[src/rtl/vga_timing_gen.sv]
`default_nettype none
// ============================================================================
// Module   : vga_timing_gen
// Purpose  : Parameterised VGA raster timing generator with registered outputs.
// Revision : 1.0 - initial release
// ============================================================================
module vga_timing_gen #(
    parameter int H_ACTIVE  = 800,
    parameter int H_FP      = 56,
    parameter int H_SYNC    = 120,
    parameter int H_BP      = 64,
    parameter int V_ACTIVE  = 600,
    parameter int V_FP      = 37,
    parameter int V_SYNC    = 6,
    parameter int V_BP      = 23,
    parameter bit HSYNC_POL = 1'b0,
    parameter bit VSYNC_POL = 1'b0,
    parameter int CW        = 11
) (
    input  logic          clk,
    input  logic          rst_n,
    input  logic          enable,
    input  logic          pix_en,
    output logic          hsync,
    output logic          vsync,
    output logic          de,
    output logic          blank,
    output logic [CW-1:0] x,
    output logic [CW-1:0] y,
    output logic          line_start,
    output logic          frame_start
);

    localparam int c_H_TOTAL = H_ACTIVE + H_FP + H_SYNC + H_BP;
    localparam int c_V_TOTAL = V_ACTIVE + V_FP + V_SYNC + V_BP;

    if ((H_ACTIVE == 0) || (H_FP == 0) || (H_SYNC == 0) || (H_BP == 0) ||
        (V_ACTIVE == 0) || (V_FP == 0) || (V_SYNC == 0) || (V_BP == 0) ||
        (longint'(c_H_TOTAL) > (longint'(1) << CW)) ||
        (longint'(c_V_TOTAL) > (longint'(1) << CW))) begin : g_bad_params
        $error("vga_timing_gen: invalid timing parameters");
    end

    localparam logic [CW-1:0] c_ONE      = CW'(1);
    localparam logic [CW-1:0] c_H_LAST   = CW'(c_H_TOTAL - 1);
    localparam logic [CW-1:0] c_V_LAST   = CW'(c_V_TOTAL - 1);
    localparam logic [CW-1:0] c_H_ACT    = CW'(H_ACTIVE);
    localparam logic [CW-1:0] c_V_ACT    = CW'(V_ACTIVE);
    localparam logic [CW-1:0] c_HS_START = CW'(H_ACTIVE + H_FP);
    localparam logic [CW-1:0] c_HS_END   = CW'(H_ACTIVE + H_FP + H_SYNC);
    localparam logic [CW-1:0] c_VS_START = CW'(V_ACTIVE + V_FP);
    localparam logic [CW-1:0] c_VS_END   = CW'(V_ACTIVE + V_FP + V_SYNC);

    logic [CW-1:0] h_q, h_d;
    logic [CW-1:0] v_q, v_d;
    logic          run_q, run_d;
    logic          hsync_q, hsync_d;
    logic          vsync_q, vsync_d;
    logic          de_q, de_d;
    logic          blank_q, blank_d;
    logic          ls_q, ls_d;
    logic          fs_q, fs_d;

    // run_q marks that the raster is live; the first enabled edge after idle
    // presents (0,0) with both start pulses instead of advancing the counters.
    always_comb begin
        h_d   = h_q;
        v_d   = v_q;
        run_d = run_q;
        ls_d  = 1'b0;
        fs_d  = 1'b0;
        if (!enable) begin
            h_d   = '0;
            v_d   = '0;
            run_d = 1'b0;
        end else if (!run_q) begin
            h_d   = '0;
            v_d   = '0;
            run_d = 1'b1;
            ls_d  = 1'b1;
            fs_d  = 1'b1;
        end else if (pix_en) begin
            if (h_q == c_H_LAST) begin
                h_d  = '0;
                ls_d = 1'b1;
                if (v_q == c_V_LAST) begin
                    v_d  = '0;
                    fs_d = 1'b1;
                end else begin
                    v_d = v_q + c_ONE;
                end
            end else begin
                h_d = h_q + c_ONE;
            end
        end
    end

    always_comb begin
        hsync_d = ((h_d >= c_HS_START) && (h_d < c_HS_END)) ? HSYNC_POL : ~HSYNC_POL;
        vsync_d = ((v_d >= c_VS_START) && (v_d < c_VS_END)) ? VSYNC_POL : ~VSYNC_POL;
        de_d    = run_d && (h_d < c_H_ACT) && (v_d < c_V_ACT);
        blank_d = ~de_d;
    end

    always_ff @(posedge clk or negedge rst_n) begin
        if (!rst_n) begin
            h_q     <= '0;
            v_q     <= '0;
            run_q   <= 1'b0;
            hsync_q <= ~HSYNC_POL;
            vsync_q <= ~VSYNC_POL;
            de_q    <= 1'b0;
            blank_q <= 1'b1;
            ls_q    <= 1'b0;
            fs_q    <= 1'b0;
        end else begin
            h_q     <= h_d;
            v_q     <= v_d;
            run_q   <= run_d;
            hsync_q <= hsync_d;
            vsync_q <= vsync_d;
            de_q    <= de_d;
            blank_q <= blank_d;
            ls_q    <= ls_d;
            fs_q    <= fs_d;
        end
    end

    assign x           = h_q;
    assign y           = v_q;
    assign hsync       = hsync_q;
    assign vsync       = vsync_q;
    assign de          = de_q;
    assign blank       = blank_q;
    assign line_start  = ls_q;
    assign frame_start = fs_q;

endmodule
`default_nettype wire
[config.mk]
export PLATFORM = sky130hd
export DESIGN_NAME = vga_timing_gen
export DESIGN_NICKNAME = d
export VERILOG_FILES = /design/src/rtl/vga_timing_gen.sv
export SDC_FILE = /design/constraint.sdc
export NUM_CORES = 1
export LEC_CHECK = 0
export BUFFER_PORTS_ARGS = -buffer_cell sky130_fd_sc_hd__buf_2
export CORE_MARGIN = 2
export CORE_UTILIZATION = 35
export CTS_CLUSTER_SIZE = 28
export DETAILED_ROUTE_END_ITERATION = 16
export SLEW_MARGIN = 20
export SYNTH_ARGS = -nofsm -noshare
export SYNTH_HDL_FRONTEND = slang
export SYNTH_SLANG_ARGS = --single-unit
[constraint.sdc]
create_clock -name clk -period 4 [get_ports clk]
set_input_delay 0.2 -clock clk [delete_from_list [all_inputs] [get_ports clk]]
set_output_delay 0.2 -clock clk [all_outputs]
set_load 0.03 [all_outputs]
==> impl_metrics.py <==
metrics = {
    "floorplan": {
        "design.die.area_um2": 5670,
        "die_w_um": 75.3,
        "die_y_um": 75.3,
        "io_pins": 32,
        "start_util": 0.369,
        "fp-row-count": 25,
        "core_area_um2": 4820,
    },
    "detailed_routing": {
        "via_count": 1642,
        "route.detailed.drc": 0,
        "drt_iter0_drc": 91,
        "final_antenna_net_count": 0,
        "wirelength_mm": 4.41,
        "firstDrtPassIters": 4,
        "viasPerCell": 5.49,
        "wl_per_cell_um": 14.7,
    },
    "synthesis": {
        "avgSynthCellArea_um2": 8.89,
        "yosys_warnings": 0,
        "yosysSeqAreaShare": 0.410,
        "syn_area_um2": 1780,
        "ys.flop_type": "dfrtp_1",
        "yosys.area.top_type": "dfrtp_1",
        "synth_edf_count": 0,
        "syn_inst": 200,
        "synthDistinctLibCells": 51,
        "yosysTopAreaCellShare": 0.366,
        "synth.net_count": 207,
        "ys_ff_latch": 29,
        "synth_area_leaders": "dfrtp_1, nor2_1, dfstp_2",
        "postSynth.asyncResetShare": 1.00,
    },
    "run_status": {
        "status": "complete, no violations",
    },
    "worst_setup_path": {
        "r2r_cells": 6,
        "worstSetupEndpointType": "register",
        "startpoint": "x[4]$_DFF_PN0_",
        "required_ns": 4.18,
        "crit_arrival_ns": 3.01,
        "crit_fanout": 11,
        "r2r_slack_ns": 1.18,
        "criticalPathCategory": "reg2reg",
        "worstReg2RegStart": "x[4]$_DFF_PN0_",
        "start_kind": "register",
        "worst_r2r_endpoint": "vsync$_DFF_PN1_",
    },
    "sta": {
        "tns_ns": 0,
        "fmax_ghz": 0.354,
        "rsz0062_at_grt": "false",
        "slew_headroom": 0.528,
        "setup_violations": 0,
        "holdWs_ns": 0.0769,
        "worst_pin_slew_ns": 0.699,
        "fin_skew_ns": 0.00956,
        "hold_viol": 0,
        "drv_slew": 0,
        "fin_crit_ns": 2.82,
        "finalCritPeriodShare": 0.705,
    },
    "global_routing": {
        "overflow": 0,
        "grt_antenna_before_repair": 0,
        "gr-usage-all-layers": 0.167,
        "grt_pass1_wl_mm": 7.13,
        "grt_pass1_vias": 1522,
        "grt_max_degree": 30,
    },
    "placement": {
        "placed_area_um2": 1980,
        "dp_hpwl_mm": 3.20,
        "place.gp.congestion": 0.888,
        "portBuffers": 31,
    },
    "clocking": {
        "cts_root_buf": "clkbuf_8",
        "cts_buffers": 5,
        "htreeDepth": 2,
        "post_cts_buffers": 0,
        "cts_tree": "yes",
        "clock-sinks": 29,
        "clkLatencyLatePin_ns": 0.28,
        "cts.reportedPaths.clkPinSlew_ns": 0.07,
        "cts_resized": 0,
        "clk_path_buf_depth": 2,
        "postCtsHoldBufs": 1,
    },
    "cells_and_area": {
        "drive_gt1_frac": 0.216,
        "area_delta_synth_final_pct": 17.5,
        "design_area_um2": 2090,
        "layout_common_cells": "buf_2, nor2_1, dfrtp_1, nand2_1",
        "nNetsFinal": 238,
        "post-route-util": 0.434,
        "antennaDiodeCount": 0,
        "layout_commonest_cell": "buf_2",
    },
    "job": {
        "max-cap-violations": 0,
    },
    "min_path": {
        "hold_end": "run_q$_DFF_PN0_",
        "worstHoldPathType": "in2reg",
        "hp-start": "enable",
        "hold_depth": 1,
    },
    "pwr": {
        "leakage_uw": 0.000889,
        "ir_drop_mv": 0.194,
        "powerDensity_nw_per_um2": 286,
    },
}
-- cells in the mapped netlist (all sizes together) (4+ instances only) --
library cell / n
clkbuf: 5
dfrtp: 26
nand2: 18
or3: 6
nor2: 28
or4: 4
o21ai: 8
nand3: 5
nor3: 6
a21oi: 10
inv: 10
xnor2: 9
nand4: 9
-- cell families (layout without fill, tap and decap cells) --
group | count (synthesis) | in the layout | synth area share
compound gates | 41 | 41 | 0.158
buf+inv | 18 | 50 | 0.0436
flops | 29 | 29 | 0.410
simple gates | 95 | 95 | 0.293
fa+ha+maj | 3 | 3 | 0.0211
xor+xnor | 12 | 12 | 0.0633
mux | 2 | 2 | 0.0113
-- through the flow --
stage	instances	power, µW	setup WS, ns
after global placement	290	333	1.16
final	299	598	1.18
after detailed placement	290	333	1.18
after floorplan	200	320	1.21
after CTS	299	606	1.18
after global routing	299	622	1.01
-- critical path: stages, from the launching register on --
cell	delay, ns
dfrtp_1	0.49
or4b_4	0.58
or4_1	0.67
xor2_2	0.22
or3_4	0.42
nor4b_2	0.22
o211ai_1	0.12
-- registers in the layout, indices dropped and copies added, names as in the netlist --
signal,count
y,11
blank,1
vsync,1
frame_start,1
x,11
hsync,1
run_q,1
line_start,1
de,1
-- worst max-delay path by stage --
stage | slack (ns) | cells after the start | end
after floorplan | 1.21 | 8 | vsync$_DFF_PN1_
after global placement | 1.16 | 6 | vsync$_DFF_PN1_
after detailed placement | 1.18 | 7 | blank$_DFF_PN1_
after CTS | 1.18 | 6 | vsync$_DFF_PN1_
after global routing | 1.01 | 7 | de$_DFF_PN0_
final | 1.18 | 6 | vsync$_DFF_PN1_
-- report_power, final --
part	switching (µW)	leakage (µW)	internal, µW
clock	114	0.0000542	155
combinational	21.4	0.000446	7.67
sequential	2.53	0.000388	297
-- per-layer routing --
metal	up-vias	GRT usage	part of all wire
li1	797	-	-
met1	792	0.230	0.48
met2	44	0.250	0.45
met3	9	0.0428	0.045
met4	0	0.0702	0.019
met5	-	0	0
-- layout make-up --
cell class              instances  area, µm²
fillers                       513       2730
well taps                      67       83.8
flip-flops and latches         29        729
multi-input cells             153        971
clock inverters                 1       5.00
clock buffers                   7       96.3
repair buffers                 32        165
inverters                      10       37.5
Note: power is estimated with default switching activity, not from simulation.
